[src/rtl/cpu_pkg.sv]
// Shared CPU definitions: ALUop/funct encodings, default widths and the
// control-word layout carried down the pipeline.
package cpu_pkg;

   localparam int DATA_W_DEF = 32;
   localparam int REG_W_DEF  = 5;

   typedef enum logic [2:0] {
      ALU_LWSW  = 3'b000,
      ALU_BEQ   = 3'b001,
      ALU_ADDI  = 3'b010,
      ALU_SUBI  = 3'b011,
      ALU_RTYPE = 3'b100
   } alu_op_e;

   localparam logic [5:0] FUNCT_ADD = 6'b100000;
   localparam logic [5:0] FUNCT_SUB = 6'b100010;
   localparam logic [5:0] FUNCT_XOR = 6'b100110;
   localparam logic [5:0] FUNCT_JR  = 6'b001000;

   typedef struct packed {
      logic [2:0] alu_op;
      logic [5:0] funct;
      logic       reg_write;
      logic       mem_read;
      logic       mem_write;
      logic       mem_to_reg;
      logic       alu_src;
      logic       reg_dst;
   } ctrl_t;

   // All-zero word: ALUop add, no writeback, no store -- architecturally inert.
   localparam ctrl_t CTRL_BUBBLE = '0;

endpackage

[src/rtl/load_use_detect.sv]
// Load-use hazard check between the load in EX and the instruction in ID.
// Purely combinational so the forwarding unit can share it.
module load_use_detect #(
   parameter int REG_W = 5
) (
   input  logic             ex_valid_i,
   input  logic             ex_mem_read_i,
   input  logic [REG_W-1:0] ex_rt_i,
   input  logic             id_valid_i,
   input  logic [REG_W-1:0] id_rs_i,
   input  logic [REG_W-1:0] id_rt_i,
   output logic             hazard_o
);

   // r0 is hardwired to zero, so a load targeting it never produces a dependency.
   assign hazard_o = ex_valid_i & ex_mem_read_i & id_valid_i & (ex_rt_i != '0) &
                     ((ex_rt_i == id_rs_i) | (ex_rt_i == id_rt_i));

endmodule

[src/rtl/id_ex_stage.sv]
// ID/EX pipeline register with load-use stall, bubble insertion on hazard or
// flush, and a saturating bubble counter for performance debug.
module id_ex_stage
   import cpu_pkg::*;
#(
   parameter int DATA_W = DATA_W_DEF,
   parameter int REG_W  = REG_W_DEF,
   parameter int CNT_W  = 16
) (
   input  logic              clk,
   input  logic              reset,
   input  logic              flush,
   input  logic              id_valid,
   input  logic [2:0]        id_alu_op,
   input  logic [5:0]        id_funct,
   input  logic              id_reg_write,
   input  logic              id_mem_read,
   input  logic              id_mem_write,
   input  logic              id_mem_to_reg,
   input  logic              id_alu_src,
   input  logic              id_reg_dst,
   input  logic [REG_W-1:0]  id_rs,
   input  logic [REG_W-1:0]  id_rt,
   input  logic [REG_W-1:0]  id_rd,
   input  logic [DATA_W-1:0] id_rs_data,
   input  logic [DATA_W-1:0] id_rt_data,
   input  logic [DATA_W-1:0] id_imm,
   output logic              stall_out,
   output logic              ex_valid,
   output logic [2:0]        ex_alu_op,
   output logic [5:0]        ex_funct,
   output logic              ex_reg_write,
   output logic              ex_mem_read,
   output logic              ex_mem_write,
   output logic              ex_mem_to_reg,
   output logic              ex_alu_src,
   output logic              ex_reg_dst,
   output logic [REG_W-1:0]  ex_rs,
   output logic [REG_W-1:0]  ex_rt,
   output logic [REG_W-1:0]  ex_rd,
   output logic [DATA_W-1:0] ex_rs_data,
   output logic [DATA_W-1:0] ex_rt_data,
   output logic [DATA_W-1:0] ex_imm,
   output logic [CNT_W-1:0]  bubble_count
);

   ctrl_t             ctrl_q, ctrl_d;
   logic              valid_q, valid_d;
   logic [REG_W-1:0]  rs_q, rs_d, rt_q, rt_d, rd_q, rd_d;
   logic [DATA_W-1:0] rs_data_q, rs_data_d, rt_data_q, rt_data_d, imm_q, imm_d;
   logic [CNT_W-1:0]  bubble_q, bubble_d;
   logic              hazard, load_bubble;

   load_use_detect #(.REG_W(REG_W)) u_lud (
      .ex_valid_i    (valid_q),
      .ex_mem_read_i (ctrl_q.mem_read),
      .ex_rt_i       (rt_q),
      .id_valid_i    (id_valid),
      .id_rs_i       (id_rs),
      .id_rt_i       (id_rt),
      .hazard_o      (hazard)
   );

   // A flushed instruction is discarded, so there is nothing to hold upstream.
   assign stall_out   = hazard & ~flush & ~reset;
   assign load_bubble = flush | hazard;

   always_comb begin
      ctrl_d    = CTRL_BUBBLE;
      valid_d   = 1'b0;
      rs_d      = '0;
      rt_d      = '0;
      rd_d      = '0;
      rs_data_d = '0;
      rt_data_d = '0;
      imm_d     = '0;
      bubble_d  = bubble_q;
      if (load_bubble) begin
         if (id_valid && bubble_q != '1) bubble_d = bubble_q + CNT_W'(1);
      end else begin
         ctrl_d    = '{alu_op: id_alu_op, funct: id_funct, reg_write: id_reg_write,
                       mem_read: id_mem_read, mem_write: id_mem_write,
                       mem_to_reg: id_mem_to_reg, alu_src: id_alu_src,
                       reg_dst: id_reg_dst};
         valid_d   = id_valid;
         rs_d      = id_rs;
         rt_d      = id_rt;
         rd_d      = id_rd;
         rs_data_d = id_rs_data;
         rt_data_d = id_rt_data;
         imm_d     = id_imm;
      end
   end

   always_ff @(posedge clk) begin
      if (reset) begin
         ctrl_q    <= CTRL_BUBBLE;
         valid_q   <= 1'b0;
         rs_q      <= '0;
         rt_q      <= '0;
         rd_q      <= '0;
         rs_data_q <= '0;
         rt_data_q <= '0;
         imm_q     <= '0;
         bubble_q  <= '0;
      end else begin
         ctrl_q    <= ctrl_d;
         valid_q   <= valid_d;
         rs_q      <= rs_d;
         rt_q      <= rt_d;
         rd_q      <= rd_d;
         rs_data_q <= rs_data_d;
         rt_data_q <= rt_data_d;
         imm_q     <= imm_d;
         bubble_q  <= bubble_d;
      end
   end

   assign ex_valid      = valid_q;
   assign ex_alu_op     = ctrl_q.alu_op;
   assign ex_funct      = ctrl_q.funct;
   assign ex_reg_write  = ctrl_q.reg_write;
   assign ex_mem_read   = ctrl_q.mem_read;
   assign ex_mem_write  = ctrl_q.mem_write;
   assign ex_mem_to_reg = ctrl_q.mem_to_reg;
   assign ex_alu_src    = ctrl_q.alu_src;
   assign ex_reg_dst    = ctrl_q.reg_dst;
   assign ex_rs         = rs_q;
   assign ex_rt         = rt_q;
   assign ex_rd         = rd_q;
   assign ex_rs_data    = rs_data_q;
   assign ex_rt_data    = rt_data_q;
   assign ex_imm        = imm_q;
   assign bubble_count  = bubble_q;

endmodule

[config.mk]
export PLATFORM = sky130hd
export DESIGN_NAME = id_ex_stage
export DESIGN_NICKNAME = d
export VERILOG_FILES = /design/src/rtl/cpu_pkg.sv /design/src/rtl/load_use_detect.sv /design/src/rtl/id_ex_stage.sv
export SDC_FILE = /design/constraint.sdc
export NUM_CORES = 1
export LEC_CHECK = 0
export ABC_AREA = 1
export CAP_MARGIN = 10
export CORE_AREA = 2 2 121 123
export DETAILED_ROUTE_END_ITERATION = 8
export DIE_AREA = 0 0 123 125
export GPL_ROUTABILITY_DRIVEN = 0
export PLACE_DENSITY = 0.84
export SLEW_MARGIN = 20
export SYNTH_ARGS = -nofsm -noshare
export SYNTH_HDL_FRONTEND = slang
export SYNTH_SLANG_ARGS = --single-unit
[constraint.sdc]
create_clock -name clk -period 1.44 [get_ports clk]
set_clock_uncertainty 0.1 [all_clocks]
set_input_delay 0.144 -clock clk [delete_from_list [all_inputs] [get_ports clk]]
set_output_delay 0.144 -clock clk [all_outputs]
set_load 0.05 [all_outputs]
# [Word-level counts from Yosys, hierarchy flattened]
# Cells that the tools add are included.
[totals] wordCells=34 in_bits=130 out_inout_bits=144 ff_bits=143
[op_classes] reduce_logical=4 n_addsub=1 eq_ne=3 bitwise_logic=10
[op_table] cell="adder 16 x 1 -> 16 bit, second input constant" n=1
[op_table] cell="!= test 16 bit, second input constant" n=1
[op_table] cell="== test 5 bit" n=2
[op_table] cell="AND 1 bit" n=6
[op_table] cell="nonzero test 5 bit" n=1
[op_table] cell="NOT 1 bit" n=2
[op_table] cell="OR 1 bit" n=2
[op_table] cell="AND reduction 2 bit" n=1
[op_table] cell="OR reduction 2 bit" n=1
[op_table] cell="logical AND 1 bit" n=1

# [Longest topological paths before layout]
# Gate-level depths: netlist (run 1).
[depth] word_depth=6 depth_mapped=12 ltp_nobuf=11

# [By module]
# Synthesis (run 1) repeated with hierarchy kept, for this count alone.
[hier_totals] cells_unflattened=612 area_unflattened_um2=4842.1
[modules_own_cells] module="id_ex_stage" area_per_inst_um2=4645.7 seq_area_each_um2=2862.7 n_inst=1 cells_per_inst=567
[modules_own_cells] module="load_use_detect" area_per_inst_um2=196.4 seq_area_each_um2=0.0 n_inst=1 cells_per_inst=45

# [Worst setup path after synthesis (run 1)]
# Ideal clock, no wire load.
[synth_timing] path_type="register to output" startpoint="reg rt_q[4] (netlist: ex_rt[4])" endpoint="out stall_out" path_stages_with_launch=9 n_path_buf=0 slack_ns=-1.037 required_time_ns=1.196 arrival_ns=2.233 cell_sequence="dfxtp_1 -> inv_1 -> nand2_1 -> nand2_1 -> nor2_1 -> nand3_1 -> nand2_1 -> nand2_2 -> nor3_1"
[synth_via] elab_chain_len=5 word_cells_on_any_way=8 classes_between="eq/ne: 2; bitwise: 5; reduce/logical: 1"
[synth_rtl] item="start: declaration" line_no="id_ex_stage.sv:49" rtl="logic [REG_W-1:0] rs_q, rs_d, rt_q, rt_d, rd_q, rd_d;"
[synth_rtl] item="start signal: assignment" line_no="id_ex_stage.sv:110" rtl="rt_q <= rt_d;"
[synth_rtl] item="== test 5 bit / nonzero test 5 bit (equally long branches)" line_no="load_use_detect.sv:17, load_use_detect.sv:16"
[synth_rtl] item="OR 1 bit / AND 1 bit (equally long branches)" line_no="load_use_detect.sv:17, load_use_detect.sv:16"
[synth_rtl] item="AND 1 bit *" line_no="load_use_detect.sv:16" rtl="assign hazard_o = ex_valid_i & ex_mem_read_i & id_valid_i & (ex_rt_i != '0) &"
[synth_rtl] item="AND 1 bit * (2 in series)" line_no="id_ex_stage.sv:65" rtl="assign stall_out = hazard & ~flush & ~reset;"
[synth_rtl] item="end: declaration" line_no="id_ex_stage.sv:28" rtl="output logic stall_out,"
# Mark *: on every way between the ends. The rest lies on a longest branch, timed or not.

# [Worst setup path in the final report (run 1)]
[layout_timing] startpoint="reg rt_q[0] (netlist: ex_rt[0])" endpoint="out stall_out"
# Same word-level chain as after synthesis.

==> summary.md, run 1 <==
| Metric | Value |
|---|---|
| Status | `finished with violations` |
| Failing checks | `setup timing` |
| Power per Cell Area | `934 nW/µm²` |
| CTS root buffer | `clkbuf_16` |
| Layout area overhead | `136%` |
| Met2 WL | `10100 µm` |
| Library cells used by synthesis | `18` |
| Max Cap Viol | `0` |
| Max VDD drop | `0.795 mV` |
| Pleak | `slightly above 5 nW` |
| Final WS setup | `-662 ps` |
| Met3 WL | `~1700 µm` |
| First-pass GRT wire length | `27500 µm` |
| Min Tclk post-route | `between 2000 and 2500 ps` |
| DRT antenna net count | `0` |
| Layout cells sized above 1 | `around 44%` |
| Core footprint | `14200 µm²` |
| Die ar. | `15400 µm²` |
| Vias/cell | `4.43` |
| R2R depth | `14` |
| Critical path fanouts, max | `6` |
| Switch share | `26.4%` |
| DR vias | `between 5000 and 6000` |
| Syn Area/Cell | `7.90 µm²` |
| Top layer in use | `met4` |
| GRT Util Overall | `23.8%` |
| RSZ-0062 raised after global routing | `true` |
| Nets | `1079` |
| Crit start category | `flip-flop` |
| Synthesized area | `4720 µm²` |
| Most frequent cells in the layout | `144 x inv_1, 144 x buf_12, 129 x clkdlybuf4s50_1` |
| DRC Markers | `0` |
| Hold Vio Cnt, Final | `0` |
| Max Freq | `476 MHz` |
| Placed instance count | `1081` |
| Die span in y | `about 130 µm` |
| I/O Buffers | `approximately 270` |
| Hold WS | `151 ps` |
| Crit path DAT | `between 1500 and 2000 ps` |
| H-tree levels | `4` |
| Synth warnings | `0` |
| Num CTS Buffers | `17` |
| Clock sink count | `143` |
| CTS tree | `done` |
| DP Area | `9400 µm²` |
| Internal Power | `7.67 mW` |
| Clock transition at the registers of the reported paths | `60 ps` |
| Final Setup Violations | `144` |
| Total congestion overflow | `0` |
| CP Class | `flip-flop to primary output` |
| I/O pin total | `around 270` |
| Worst-skew pair later-pin latency | `410 ps` |
| Average wire per standard cell | `16.5 µm` |
| 1st-pass router iterations | `4` |
| Seq/Total Area, Yosys | `60.7%` |
| Critical Path RT | `1200 ps` |
| Non-filler instance count after layout | `1143` |
| Die Width | `123 µm` |
| Final clock period utilization by the worst path | `146%` |
| Sw power | `about 2.8 mW` |
| WHS Path Cells | `3` |
| Design Area, Final | `11200 µm²` |
| Hold WC Path Type | `input port to flip-flop` |
| Largest net degree at the start of global routing | `17` |
| Initial Util | `33.2%` |
| Initial antenna violation count | `1` |
| FP Rows | `44` |
| Number of global-route vias before repair | `approximately 5400` |
| Final Power | `10.4 mW` |
| Post-Syn Nets | `728` |
| CTS Buffer Depth | `2` |
| Combinational share of power | `20.9%` |
| Gate Count Post-Synth | `a little under 600` |
| DP HPWL | `11800 µm` |
| CP Capture Type | `primary output` |
| M1 WL | `6420 µm` |
| Slew Limit Fails | `0` |
| Final wirelength | `18900 µm` |
| Tightest Pin Transition | `approximately 870 ps` |
| Initial drt markers | `233` |
| Slew HR | `between 40% and 50%` |
| Flop pwr share | `40.5%` |
| Flops & latches, synth | `143` |
| Clk pwr share | `38.6%` |
-- power groups by stage --
stage	Clock, mW	Sequential (mW)	Combinational, mW
after floorplan	0	4.74	0.282
after global placement	0	4.29	1.80
after detailed placement	0	4.30	1.83
after CTS	4.08	4.22	2.07
after global routing	4.27	4.23	2.28
final	4.03	4.22	2.18
-- kinds of logic (layout without fill, tap and decap cells) --
group	count (synthesis)	in the layout	synth area share, %
AND/OR/NAND/NOR	263	267	22.1
flip-flops	143	143	60.7
buffers and inverters	172	529	14.9
AO/OA/AOI/OAI	16	16	1.70
adder cells (fa/ha/maj)	1	1	0.265
other	0	1	0
XOR/XNOR	2	2	0.371
-- timing repair --
item                                   4_1_cts  5_1_grt
gates resized for setup                    117       84
endpoints found under the hold margin        0        0
setup buffers                               15        4
setup endpoints to repair                  144      144
pin swaps                                   17       16
cloned                                      14        2
hold buffers                                 0        0
-- worst max-delay path, cell delays in order (launching register included) --
cell     delay, ps
dfxtp_4        390
inv_2           30
nand2_1         80
nand2_2         60
nor2_2          90
nand3_1        100
nand2_2         90
nand2_4         50
buf_12         120
nor3_4         260
buf_12         170
-- path summary, 6_finish.rpt --
path	startpoint	to	slack, ps
max	ex_rt[0]	stall_out	-660
min	id_rs_data[15]	ex_rs_data[15]	150
max reg2reg	ex_rt[0]	ex_imm[27]	-560
min reg2reg	bubble_count[2]	bubble_count[2]	450
-- stage by stage --
step | util (%) | setup slack, ps | setup TNS (ps)
after detailed placement | 66.2 | -521 | -62690
after global routing | 78.5 | -751 | -77200
after floorplan | - | -199 | -14530
after CTS | 76.1 | -552 | -58190
after global placement | 66.2 | -442 | -59460
final | 78.5 | -662 | -62410
-- synthesized netlist by cell type (all sizes together) --
cell type / count / share of area (%)
nor3: 2 / 0.32
inv: 152 / 12
buf: 18 / 2.6
dfxtp: 143 / 61
nand3: 28 / 3.0
clkbuf: 1 / 0.079
a21oi: 16 / 1.7
xnor2: 2 / 0.37
nand2: 59 / 4.7
clkinv: 1 / 0.079
nand4: 4 / 0.53
ha: 1 / 0.27
nor2: 170 / 14
-- final cells by class --
| type | count | area [µm²] |
|---|---|---|
| repair buffers | 347 | 5020 |
| clock inverters | 5 | 57.6 |
| clock buffers | 24 | 472 |
| inverters | 153 | 574 |
| multi-input cells | 286 | 1870 |
| diodes | 1 | 2.50 |
| fillers | 781 | 3050 |
| flip-flops and latches | 143 | 2920 |
| well taps | 184 | 230 |
-- metal layers --
layer | vias up | global-route usage [%]
li1 | 2417 | -
met4 | 0 | 12.2
met2 | 263 | 43.4
met1 | 2327 | 23.3
met3 | 52 | 8.49
met5 | - | 0
Power figures use the tool's default switching activity.
==> run 2: changes to the inputs <==
--- a/config.mk
+++ b/config.mk
@@ -11,6 +11,7 @@
 export DETAILED_ROUTE_END_ITERATION = 8
 export DIE_AREA = 0 0 123 125
 export GPL_ROUTABILITY_DRIVEN = 0
+export GPL_TIMING_DRIVEN = 0
 export PLACE_DENSITY = 0.84
 export SLEW_MARGIN = 20
 export SYNTH_ARGS = -nofsm -noshare
==> summary.md, run 2 (same netlist as run 1, synthesis figures left out) <==
| Metric | Value |
|---|---|
| Tightest Pin Transition | `511 ps` |
| Slew Limit Fails | `0` |
| WHS Path Cells | `3` |
| Design Area, Final | `9500 µm²` |
| Crit path DAT | `2060 ps` |
| Final Setup Violations | `145` |
| GRT Util Overall | `20.1%` |
| Layout area overhead | `101%` |
| Final wirelength | `approximately 16000 µm` |
| DR vias | `4759` |
| Switch share | `27.5%` |
| Clock transition at the registers of the reported paths | `60 ps` |
| Worst-skew pair later-pin latency | `420 ps` |
| Pleak | `4.33 nW` |
| Clk pwr share | `a little over two fifths` |
| CP Class | `flip-flop to flip-flop` |
| Num CTS Buffers | `17` |
| Initial antenna violation count | `1` |
| Max VDD drop | `0.815 mV` |
| Min Tclk post-route | `1850 ps` |
| I/O pin total | `274` |
| Clock sink count | `143` |
| RSZ-0062 raised after global routing | `true` |
| Final Util | `66.9%` |
| WHS Endpoint | `ex_rs_data[2]` |
| Most frequent cells in the layout | `145 x inv_1, 129 x clkdlybuf4s50_1, 125 x clkdlybuf4s15_2` |
| Most common cell after layout, fill and taps aside | `inv_1` |
| Setup WS pre-CTS | `-975 ps` |
| Worst reg-to-reg setup slack | `-410 ps` |
| Die Width | `123 µm` |
| Vias/cell | `4.26` |
| DRC Markers | `0` |
| Failing checks | `setup timing` |
| Largest net degree at the start of global routing | `17` |
| FP Rows | `44` |
| Power per Cell Area | `1090 nW/µm²` |
| Final clock period utilization by the worst path | `128%` |
| Worst r2r src | `ex_rt[0]` |
| R2R depth | `12` |
| CTS tree | `done` |
| Initial drt markers | `around 210` |
| Max Cap Viol | `0` |
| Total congestion overflow | `0` |
| Placed instance count | `1054` |
| Status | `finished with violations` |
| Combinational share of power | `17.4%` |
| Die span in y | `125 µm` |
| Critical Path RT | `1650 ps` |
| Hold WC Path Type | `input port to flip-flop` |
| Initial Util | `33.2%` |
| DP Area | `7860 µm²` |
| Register Area | `slightly below 3000 µm²` |
| CTS Buffer Depth | `2` |
| Final WS setup | `-407 ps` |
| H-tree levels | `4` |
| Average wire per standard cell | `approximately 14 µm` |
| Flop pwr share | `between 40% and 50%` |
| Hold Vio Cnt, Final | `0` |
| DP HPWL | `around 11000 µm` |
| DRT antenna net count | `0` |
| Die ar. | `15400 µm²` |
| Layout cells sized above 1 | `38.9%` |
| Sum of negative setup slack | `-42730 ps` |
| Internal Power | `7.48 mW` |
| Number of global-route vias before repair | `between 4000 and 5000` |
| R2R Path End | `bubble_count[13]` |
| Sw power | `2.84 mW` |
| 1st-pass router iterations | `4` |
| Core footprint | `14200 µm²` |
| Non-filler instance count after layout | `1116` |
| Hold WS | `~130 ps` |
| CTS root buffer | `clkbuf_16` |
| Crit start category | `flip-flop` |
| Critical path fanouts, max | `10` |
| Multi-input combinational cell area | `1530 µm²` |
| First-pass GRT wire length | `23400 µm` |
| Nets | `1049` |
| Max Freq | `542 MHz` |
| CP Capture Type | `flip-flop` |
| Final Power | `between 10 and 15 mW` |
| FILL cells | `~1100` |
| Worst hold start | `id_rs_data[2]` |
| I/O Buffers | `273` |
| Slew HR | `66.0%` |
run 2: what timing repair did:
action	CTS	global route
gates cloned	11	3
setup buffers	17	5
hold buffers	0	0
pin swaps	7	4
resized for setup	492	138
setup endpoints to repair	287	160
run 2: metal layers:
metal | global-route usage, % | vias to the layer above | wire length, µm
met1 | 19.1 | 2143 | 5350
met3 | 9.53 | 33 | 1850
met5 | 0 | - | 0
li1 | - | 2354 | -
met2 | 36.6 | 229 | 8310
met4 | 8.29 | 0 | 444
run 2: power groups by stage:
stage / registers, mW / logic [mW] / clock network (mW)
finish: 4.14 / 1.79 / 4.38
global route: 4.15 / 1.89 / 4.67
CTS: 4.14 / 1.69 / 4.48
detailed placement: 4.23 / 1.53 / 0
global placement: 4.22 / 1.51 / 0
floorplan: 4.74 / 0.282 / 0
run 2: layout make-up:
cell class,count,area share [%]
repair buffers,305,36.0
flip-flops and latches,143,30.7
multi-input cells,282,16.1
inverters,153,6.07
clock buffers,18,4.52
plain buffers,16,2.54
well taps,184,2.42
clock inverters,14,1.65
diodes,1,0.0263
run 2: worst max-delay path by stage:
stage / cells after the start / startpoint / end / slack, ps
6_report: 12 / ex_rt[0] / bubble_count[13] / -410
5_1_grt: 12 / ex_rt[0] / ex_rs_data[14] / -500
3_5_place_dp: 10 / id_rs[0] / stall_out / -970
4_1_cts: 9 / ex_rt[0] / stall_out / -430
3_3_place_gp: 10 / id_rs[0] / stall_out / -980
2_1_floorplan: 9 / bubble_count[0] / bubble_count[9] / -200
run 2: worst max-delay path, cell delays in order (launching register included):
cell and delay [ps]:
dfxtp_4 370, nor2_1 120, nand4_1 90, nand4_1 80, inv_1 80, nand2_4 90
buf_6 110, buf_6 100, nand2_8 70, buf_12 140, buf_8 130, a21oi_1 170
nor2_1 70
==> run 3: changes to the inputs <==
--- a/config.mk
+++ b/config.mk
@@ -7,11 +7,10 @@
 export LEC_CHECK = 0
 export ABC_AREA = 1
 export CAP_MARGIN = 10
-export CORE_AREA = 2 2 121 123
+export CORE_AREA = 2 2 87 172
 export DETAILED_ROUTE_END_ITERATION = 8
-export DIE_AREA = 0 0 123 125
+export DIE_AREA = 0 0 89 174
 export GPL_ROUTABILITY_DRIVEN = 0
-export GPL_TIMING_DRIVEN = 0
 export PLACE_DENSITY = 0.84
 export SLEW_MARGIN = 20
 export SYNTH_ARGS = -nofsm -noshare
==> summary.md, run 3 (same netlist as run 1, synthesis figures left out) <==
| Metric | Value |
|---|---|
| Register Area | `2920 µm²` |
| CTS Buffer Depth | `2` |
| DP HPWL | `12500 µm` |
| Final Setup Violations | `about 140` |
| ANT cells | `0` |
| Non-filler instance count after layout | `1157` |
| Crit start category | `flip-flop` |
| Power per Cell Area | `slightly below 1000 nW/µm²` |
| Worst reg-to-reg setup slack | `-430 ps` |
| Hold WC Path Type | `input port to flip-flop` |
| GRT Util Overall | `25.4%` |
| Sw power | `3.01 mW` |
| CTS tree | `done` |
| Layout area overhead | `145%` |
| Final wirelength | `21800 µm` |
| CP Class | `flip-flop to primary output` |
| Min Tclk post-route | `just under 2000 ps` |
| Crit path buf inv count | `1` |
| Most common cell on crit path | `nor2_2` |
| Failing checks | `setup timing` |
| First-pass GRT wire length | `28900 µm` |
| R2R depth | `13` |
| Clock sink count | `143` |
| Layout cells sized above 1 | `between 40% and 50%` |
| Core footprint | `14300 µm²` |
| Final Util | `between 80 and 90%` |
| Initial antenna violation count | `0` |
| Final clock period utilization by the worst path | `136%` |
| Average wire per standard cell | `around 19 µm` |
| Internal Power | `8.18 mW` |
| CP top delay family | `simple AND/OR/NAND/NOR gates` |
| Most common cell after layout, fill and taps aside | `buf_12` |
| Clk pwr share | `41.1%` |
| WHS Path Cells | `3` |
| 1st-pass router iterations | `4` |
| CP Capture Type | `primary output` |
| Sum of negative setup slack | `-49480 ps` |
| Initial Util | `about 33%` |
| Final Power | `11.2 mW` |
| Multi-input combinational cell area | `1930 µm²` |
| DRC Markers | `0` |
| Setup WS pre-CTS | `-531 ps` |
| CP max-delay cell | `dfxtp_4` |
| Pleak | `between 5 and 6 nW` |
| Critical path fanouts, max | `5` |
| Total congestion overflow | `0` |
| DRT antenna net count | `0` |
| Status | `finished with violations` |
| Clock transition at the registers of the reported paths | `60 ps` |
| Placed instance count | `1088` |
| Max VDD drop | `1.04 mV` |
| Initial drt markers | `209` |
| Max stage delay on crit path | `370 ps` |
| Max Freq | `between 500 and 600 MHz` |
| Worst-skew pair later-pin latency | `about 410 ps` |
| WHS Endpoint | `ex_imm[15]` |
| I/O Buffers | `273` |
| Switch share | `between 20% and 30%` |
| H-tree levels | `4` |
| Hold Vio Cnt, Final | `0` |
| RSZ-0062 raised after global routing | `true` |
| Critical-path cell list | `nor2_2, nor2_2, nor2_1, nand3_1, nand2_2, nand2_4, nor3_4, buf_12` |
| Slew HR | `77.6%` |
| Number of global-route vias before repair | `5462` |
| Die ar. | `roughly 15000 µm²` |
| FILL cells | `736` |
| Worst r2r src | `ex_rt[0]` |
| Nets | `around 1100` |
| Largest net degree at the start of global routing | `20` |
| CTS root buffer | `clkbuf_16` |
| Vias/cell | `about 4.5` |
| Flop pwr share | `37.7%` |
| I/O pin total | `274` |
| Die Width | `89 µm` |
| FP Rows | `62` |
| Critical Path RT | `1200 ps` |
| Slew Limit Fails | `0` |
| Num CTS Buffers | `17` |
| Max Cap Viol | `0` |
| Die span in y | `174 µm` |
| DR vias | `around 5200` |
| Final WS setup | `-519 ps` |
| Crit path DAT | `1710 ps` |
| R2R Path End | `ex_rt[2]` |
| Combinational share of power | `21.1%` |
| Hold buffers post-CTS | `0` |
| Tightest Pin Transition | `around 340 ps` |
| Most frequent cells in the layout | `153 x buf_12, 144 x inv_1, 129 x clkdlybuf4s50_1` |
| Worst hold start | `id_imm[15]` |
run 3: cell count changes in the layout (fill, tap and decap cells not counted), sizes merged, moves of 3 or more:
cell	delta
clkdlybuf4s15	-125
clkdlybuf4s18	-3
clkbuf	+9
clkinvlp	-4
buf	+157
inv	-4
clkinv	+3
run 3: worst max-delay path by stage:
stage / start / end / slack, ps / depth (start not counted)
after floorplan: bubble_count[0] / bubble_count[9] / -200 / 9
after global placement: id_rs[3] / ex_rt_data[7] / -460 / 11
after detailed placement: id_rs[3] / ex_funct[2] / -530 / 11
after CTS: ex_rt[1] / stall_out / -520 / 9
after global routing: ex_rt[1] / stall_out / -620 / 9
final: ex_rt[0] / stall_out / -520 / 8
run 3: through the flow:
stage               area (µm²)  hold slack [ps]
floorplan                 4900              147
global placement          9430              482
detailed placement        9430              492
CTS                      10900              128
global route             11500              147
finish                   11500              147
run 3: power by group through the flow:
stage | logic (mW) | clock network (mW) | registers [mW]
4_1_cts | 2.14 | 4.61 | 4.22
2_1_floorplan | 0.282 | 0 | 4.74
6_report | 2.37 | 4.60 | 4.22
5_1_grt | 2.45 | 4.84 | 4.23
3_5_place_dp | 1.85 | 0 | 4.30
3_3_place_gp | 1.81 | 0 | 4.29
run 3: per-layer routing:
metal	share of wire, %	vias to the layer above	GRT usage (%)	wire [µm]
met4	5.5	0	14.4	1190
met3	5.8	72	7.98	1270
met2	57	246	46.9	12500
met5	0	-	0	0
met1	31	2452	23.0	6840
li1	-	2417	-	-
run 3: cell type report:
class,count,area share (%)
Multi-Input combinational cell,283,16.8
Sequential cell,143,25.3
Clock inverter,10,1.14
Inverter,153,4.98
Timing Repair Buffer,354,45.6
Tap cell,192,2.08
Clock buffer,22,4.12
run 3: repair_timing:
action / 4_1_cts / 5_1_grt
pin swaps: 5 / 8
endpoints found under the setup margin: 144 / 145
resized for setup: 122 / 102
gates cloned: 14 / 10
setup buffers: 10 / 8
run 3: worst register-to-register path, stage by stage (launching register included):
cell	delay, ps
dfxtp_4	370
nand2_2	70
inv_2	40
nor2_2	120
nor2_1	80
nand3_1	80
nand2_2	80
nand2_4	90
buf_6	140
nand3_4	100
buf_12	180
buf_12	130
clkbuf_16	150
nor2_2	70
